===== src/rtl/blit_inner_seq.sv =====
// Inner-loop sequencer for the blitter write path: walks one inner span, issuing
// source-read / dest-write memory cycles and pulsing step_inner once per pixel or phrase.
module blit_inner_seq #(
    parameter int CNT_W = 16
) (
    input  logic             clk,
    input  logic             resetl,
    input  logic             start,
    input  logic [CNT_W-1:0] inner_cnt,
    input  logic             srcen,
    input  logic             phrase_mode,
    input  logic [2:0]       pixsize,
    input  logic             nowrite,
    input  logic             mem_ack,
    output logic             mem_req,
    output logic             sread,
    output logic             dwrite,
    output logic             step_inner,
    output logic [2:0]       icount,
    output logic             wr_skip,
    output logic             busy,
    output logic             done
);

    typedef enum logic [2:0] {
        S_IDLE = 3'd0,
        S_SRD  = 3'd1,
        S_DWR  = 3'd2,
        S_STEP = 3'd3,
        S_DONE = 3'd4
    } state_t;

    state_t           state;
    logic [CNT_W-1:0] remaining;
    logic             srcen_q;
    logic             phrase_q;
    logic [2:0]       pixsize_q;

    logic [6:0]       inc;
    logic [CNT_W-1:0] inc_w;
    logic [CNT_W-1:0] rem_next;

    // A phrase is 64 bits, so it covers 64>>pixsize pixels; the last phrase may be partial.
    always_comb begin
        inc      = phrase_q ? (7'd64 >> pixsize_q) : 7'd1;
        inc_w    = CNT_W'(inc);
        rem_next = (remaining <= inc_w) ? '0 : remaining - inc_w;
    end

    // In S_DWR, mem_req low marks the first cycle, where nowrite decides skip vs. request.
    always_ff @(posedge clk) begin
        if (!resetl) begin
            state      <= S_IDLE;
            remaining  <= '0;
            srcen_q    <= 1'b0;
            phrase_q   <= 1'b0;
            pixsize_q  <= 3'd0;
            mem_req    <= 1'b0;
            sread      <= 1'b0;
            dwrite     <= 1'b0;
            step_inner <= 1'b0;
            icount     <= 3'd0;
            wr_skip    <= 1'b0;
            busy       <= 1'b0;
            done       <= 1'b0;
        end else begin
            step_inner <= 1'b0;
            wr_skip    <= 1'b0;
            done       <= 1'b0;
            case (state)
                S_IDLE: begin
                    if (start) begin
                        remaining <= inner_cnt;
                        icount    <= 3'd0;
                        srcen_q   <= srcen;
                        phrase_q  <= phrase_mode;
                        pixsize_q <= (pixsize > 3'd5) ? 3'd5 : pixsize;
                        busy      <= 1'b1;
                        if (inner_cnt == '0) begin
                            state <= S_DONE;
                            done  <= 1'b1;
                        end else if (srcen) begin
                            state   <= S_SRD;
                            mem_req <= 1'b1;
                            sread   <= 1'b1;
                        end else begin
                            state <= S_DWR;
                        end
                    end
                end
                S_SRD: begin
                    if (mem_ack) begin
                        mem_req <= 1'b0;
                        sread   <= 1'b0;
                        state   <= S_DWR;
                    end
                end
                S_DWR: begin
                    if (!mem_req) begin
                        if (nowrite) begin
                            wr_skip    <= 1'b1;
                            step_inner <= 1'b1;
                            state      <= S_STEP;
                        end else begin
                            mem_req <= 1'b1;
                            dwrite  <= 1'b1;
                        end
                    end else if (mem_ack) begin
                        mem_req    <= 1'b0;
                        dwrite     <= 1'b0;
                        step_inner <= 1'b1;
                        state      <= S_STEP;
                    end
                end
                S_STEP: begin
                    remaining <= rem_next;
                    icount    <= phrase_q ? 3'd0 : icount + 3'd1;
                    if (rem_next == '0) begin
                        state <= S_DONE;
                        done  <= 1'b1;
                    end else if (srcen_q) begin
                        state   <= S_SRD;
                        mem_req <= 1'b1;
                        sread   <= 1'b1;
                    end else begin
                        state <= S_DWR;
                    end
                end
                S_DONE: begin
                    busy  <= 1'b0;
                    state <= S_IDLE;
                end
                default: begin
                    state   <= S_IDLE;
                    mem_req <= 1'b0;
                    sread   <= 1'b0;
                    dwrite  <= 1'b0;
                    busy    <= 1'b0;
                end
            endcase
        end
    end

endmodule

===== config.mk =====
export PLATFORM = sky130hd
export DESIGN_NAME = blit_inner_seq
export DESIGN_NICKNAME = d
export VERILOG_FILES = /design/src/rtl/blit_inner_seq.sv
export SDC_FILE = /design/constraint.sdc
export NUM_CORES = 1
export LEC_CHECK = 0
export ABC_AREA = 1
export ABC_CLOCK_PERIOD_IN_PS = 2460
export CORE_UTILIZATION = 30
export DETAILED_ROUTE_END_ITERATION = 6
export PLACE_DENSITY = 0.52
export SETUP_SLACK_MARGIN = 0.1
export SYNTH_ARGS = -nofsm -noshare
export SYNTH_HDL_FRONTEND = slang
export SYNTH_SLANG_ARGS = --single-unit

===== constraint.sdc =====
create_clock -name clk -period 2.46 [get_ports clk]
set_clock_uncertainty 0.15 [all_clocks]
set_input_delay 0.492 -clock clk [delete_from_list [all_inputs] [get_ports clk]]
set_output_delay 0.492 -clock clk [all_outputs]
set_load 0.02 [all_outputs]

== Word level (Yosys, flattened, before mapping) ==
Cells that the tools add are included.
Storage, ports and cells
  bits in registers: 34
  input bits: 26
  output and inout bits: 10
  logic and storage cells: 94
Operators by class
  add/subtract/negate cells: 2
  order comparisons: 2
  equality and inequality tests: 13
  shifts and indexed selects: 1
  multiplexer cells: 41
  bitwise gates (word level): 6
  reductions and logical operators: 16
Operators with widths (number)
  $logic_not 16->1: 2
  $mux 16: 2
  $pmux 16 s2: 1
  $mux 3: 10
  $mux 1: 18
  $le 16x7->1: 1
  $sub 16x7->16: 1
  $reduce_and 7->1: 2
  $ne 2x2->1 const B: 6
  $pmux 3 s4: 1
  $ne 3x3->1 const B: 3
  $reduce_and 2->1: 4
  $mux 7: 1
  $shr 7x3->7 const A: 1
  $eq 3x2->1 const B: 2
  $not 1->1: 6
  $pmux 1 s2: 3
  $pmux 3 s2: 1
  $reduce_or 3->1: 2
  $pmux 1 s5: 1
  $mux 2: 2
  $pmux 1 s4: 1
  $reduce_and 4->1: 1
  $reduce_or 4->1: 1
  other kinds (8): 8

== Longest topological paths before layout ==
  depth after elaboration: 7
  gate-level depth with buffers: 22

== Worst setup path after synthesis ==
No wires, ideal clock.
  path type: flip-flop to flip-flop
  start: register phrase_q
  end: register state[1]
  library setup time: 0.132 ns
  arrival: 2.232 ns
  required time: 2.178 ns
  setup slack: -0.054 ns
  cell stages (with the launch flop): 19
  path through: dfxtp_1 inv_1 nor2_1 nand3_1 ha_1 or2_1 nand3_2 nand2_2 nand2_2 nand2_4 buf_12 nand2_2 nand3_2 nor2_2 nand3_1 nand2_1 nand2_1 nand2_1 a21oi_2
On the way
  longest elaborated chain between the ends: 6
  elaborated cells on any way between the ends: 7
Ends and longest elaborated chain
  start, declared: RTL line 36  | logic phrase_q;
  start signal, assigned: RTL line 76  | phrase_q <= phrase_mode;
  $mux 7 *: RTL line 45  | inc = phrase_q ? (7'd64 >> pixsize_q) : 7'd1;
  $sub 16x7->16 or $le 16x7->1 (tied branches): RTL line 47  | rem_next = (remaining <= inc_w) ? '0 : remaining - inc_w;
  $mux 16 *: RTL line 47
  $logic_not 16->1 *: RTL line 118  | if (rem_next == '0) begin
  $mux 3 *: RTL line 118
  $pmux 3 s4 *: RTL line 70  | case (state)
  end signal, assigned: RTL line 53  | state <= S_IDLE;
  end signal, assigned: RTL line 119  | state <= S_DONE;
  end signal, assigned: RTL line 122  | state <= S_SRD;
  end, declared: RTL line 33  | state_t state;
Mark *: on every way between the ends. The rest lies on a longest branch, timed or not.
A chain may end at the register's enable or synchronous reset.

== Final worst setup path ==
Ends and elaborated chain as after synthesis.

==> results_dict.tcl <==
set metrics [dict create \
    n_antenna_cell 0 \
    syn_inst 390 \
    slowest_stage "dfxtp_4" \
    cts_buffer_depth 2 \
    path_clk_slew_ps 80 \
    start_kind "flop" \
    io_buffers 35 \
    rows 32 \
    critPathArrivalTime_ps 2670 \
    ys_top_cells_by_area "dfxtp_1 28%, nand2_1 17%, nand3_1 8.7%, inv_1 7.8%, nor2_1 4.7%" \
    r2r_start "phrase_q" \
    finalHoldViolCount 0 \
    synth-compound-area-share_pct 12.6 \
    yosys.area.top_type_share_pct 27.7 \
    die_y_um 92.6 \
    internal-power_mw 2.71 \
    yosys.area_share.simple_pct 43.1 \
    ys_ff_latch 34 \
    nNetsFinal 502 \
    power_mw 5.33 \
    p_leak_nw 1.64 \
    synth.distinct_cells 34 \
    synth_warnings 0 \
    initial_utilization_pct 31.4 \
    synth_xor_area_share_pct 1.07 \
    min_path_type "reg2reg" \
    slew_headroom_pct 60.1 \
    cp-end-kind "flop" \
    avgSynthCellArea_um2 6.31 \
    drc 0 \
    synth_area_leader_cell "dfxtp_1" \
    grt_pass1_wl_um 13400 \
    failed_checks "negative setup slack" \
    syn_area_mm2 0.00246 \
    num_vias 2801 \
    comb_power_share_pct 71.5 \
    whs_ps 332 \
    synth_mux_area_share_pct 0 \
    drtIter0Drc 131 \
    clkPwrFrac_pct 12.4 \
    clock_latency_ps 300 \
    crit_path_end "state[1]" \
    wire_per_inst_um 14.3 \
    drt-total-wl_um 8150 \
    cts.htree.levels 2 \
    vias_per_cell 4.91 \
    r2r_setup_slack_ps -180 \
    dp_cells 546 \
    timing.setup.tns_ps -1230 \
    cp.required_ps 2490 \
    antenna_found_initial 0 \
    grt.total_usage_pct 19.9 \
    io_pins 36 \
    grt_pass1_vias 2801 \
    cpPeakStageDelay_ps 370 \
    syn-num-nets 425 \
    synth_top_family_by_area "simple AND/OR/NAND/NOR gates" \
    path_cells "inv_2 > nor2_4 > nand3_2 > ha_4 > or2_4 > nand3_4 > nand2_4 > nand2_4 > nand2_8 > nand3_2 > nand2_2 > nor2_4 > nand3_2 > nand2_1 > nand2_1 > nand2_1 > a21oi_2" \
    clkSinkCount 34 \
    drv_cap 0 \
    setup.worst_path.class "reg2reg" \
    fin_crit_sh_pct 107 \
    layout_setup_ws_ps -184 \
    place_congestion 0.898 \
    drv_slew 0 \
    yosysSeqAreaShare_pct 27.7 \
    cp-startpoint "phrase_q" \
    ctsHoldBuffers 0 \
    coreArea_mm2 0.00785 \
    area_growth_syn_to_layout_pct 50.0 \
    cts_buffers 5 \
    die_w_um 92.6 \
    drive_above_1_share_pct 28.0 \
    cts_tree "yes" \
    grt_overflow 0 \
    dp_hpwl_um 5860 \
    timing.final.crit_period_ps 2640 \
    grt_max_degree 26 \
    detail-route-antenna-nets 0 \
    drt_pass1_iterations 4 \
    clockRootBuffer "clkbuf_8" \
    timing.fmax_mhz 378 \
    path_buf_inv 1 \
    status "finished with violations" \
    r2r_cells 17 \
    worst_pin_slew_ps 597 \
    power_frac_seq_pct 16.1 \
    power_per_cell_area_mw_per_mm2 1440 \
    yosys.area_share.adder_pct 4.88 \
    dieArea_mm2 0.00857 \
    rsz0062_at_grt "yes" \
    pre_cts_ws_ps -302 \
    irDropWorstVdd_v 0.000415 \
    crit_family "simple AND/OR/NAND/NOR gates" \
    fin_cells 570 \
    setup_violations 8 \
    timing.rr.end "state[1]" \
    path_depth 17 \
    crit_fanout 6 \
    power_switching_mw 2.62 \
    p_sw_share_pct 49.1 \
]
## power groups by stage
stage	logic (mW)	registers (mW)	clock network, mW
finish	3.81	0.856	0.664
floorplan	1.96	0.853	0
global placement	2.85	0.847	0
detailed placement	2.87	0.849	0
global route	4.18	0.873	0.701
CTS	3.49	0.846	0.679
## layer usage
layer | wire (um) | track usage [%]
met4 | 181 | 6.64
met5 | 0 | 0
met3 | 224 | 2.79
met2 | 3830 | 32.1
met1 | 3920 | 27.2
## worst min path at each step
| stage | start | to | slack (ps) | depth (start not counted) |
|---|---|---|---|---|
| finish | busy | busy | 330 | 2 |
| global route | busy | busy | 350 | 2 |
| CTS | busy | busy | 330 | 2 |
| detailed placement | busy | busy | 320 | 2 |
| global placement | busy | busy | 310 | 2 |
| floorplan | srcen_q | srcen_q | 300 | 2 |
## sequential cells by signal (all words and copies together) (netlist names), 3 cells and up
name / cells
pixsize_q: 3
icount: 3
state: 3
remaining: 16
## metrics by stage
| step | instance area (um2) | util [%] |
|---|---|---|
| after CTS | 3570 | 45.5 |
| final | 3690 | 47.1 |
| after global placement | 3170 | 40.4 |
| after floorplan | 2530 | - |
| after global routing | 3690 | 47.1 |
| after detailed placement | 3170 | 40.4 |
## cells by family (layout without fill, tap and decap cells)
| kind of cell | count (synthesis) | after routing |
|---|---|---|
| compound gates | 50 | 50 |
| fa+ha+maj | 9 | 9 |
| buf+inv | 65 | 141 |
| flops | 34 | 34 |
| xor+xnor | 3 | 3 |
| simple gates | 229 | 231 |
## area by class of cell
cell class / count / area (um2)
Timing Repair Buffer: 78 / 673
Sequential cell: 34 / 692
Fill cell: 823 / 4160
Multi-Input combinational cell: 293 / 1850
Clock buffer: 6 / 82.6
Inverter: 55 / 209
Clock inverter: 2 / 60.1
Tap cell: 102 / 128
## placed cells by master, fill, tap and decap left out, types with 11 or more instances in the layout
cell             count
nand2_1             86
inv_1               48
buf_4               43
nand3_1             37
clkdlybuf4s50_1     35
dfxtp_1             31
nor2_1              26
nand2_2             21
a21oi_1             15
nand3_2             12
a31oi_1             11
## cell usage after synthesis
cell	instances
o21ai_1	1
dfxtp_1	34
clkbuf_1	6
xnor2_1	2
nand4_2	1
nor4_1	4
nor2_1	31
nand3_1	43
buf_4	1
nand2_2	5
nor2_2	6
a221oi_1	6
a211oi_1	3
and2_1	2
nand2_4	1
inv_1	51
a21oi_2	4
o21ai_0	10
nand2_1	109
inv_2	3
buf_2	1
buf_12	1
nor3b_1	2
nor3_1	7
fa_1	1
a21oi_1	15
buf_1	1
clkinv_1	1
xor2_1	1
a31oi_1	11
nand3_2	7
nand4_1	10
or2_1	1
ha_1	8
## worst min-delay path: stages, from the launching register on
cell and delay [ps]:
dfxtp_1 320, nand2_1 60, a21oi_1 60
## what timing repair did
item                       in CTS  in global routing
setup buffers                   9                  5
gates resized for setup        40                 21
pin swaps                      21                 18
cloned                          2                  0
setup endpoints to repair      20                 21
No activity file was read; power rests on OpenSTA's default activity.
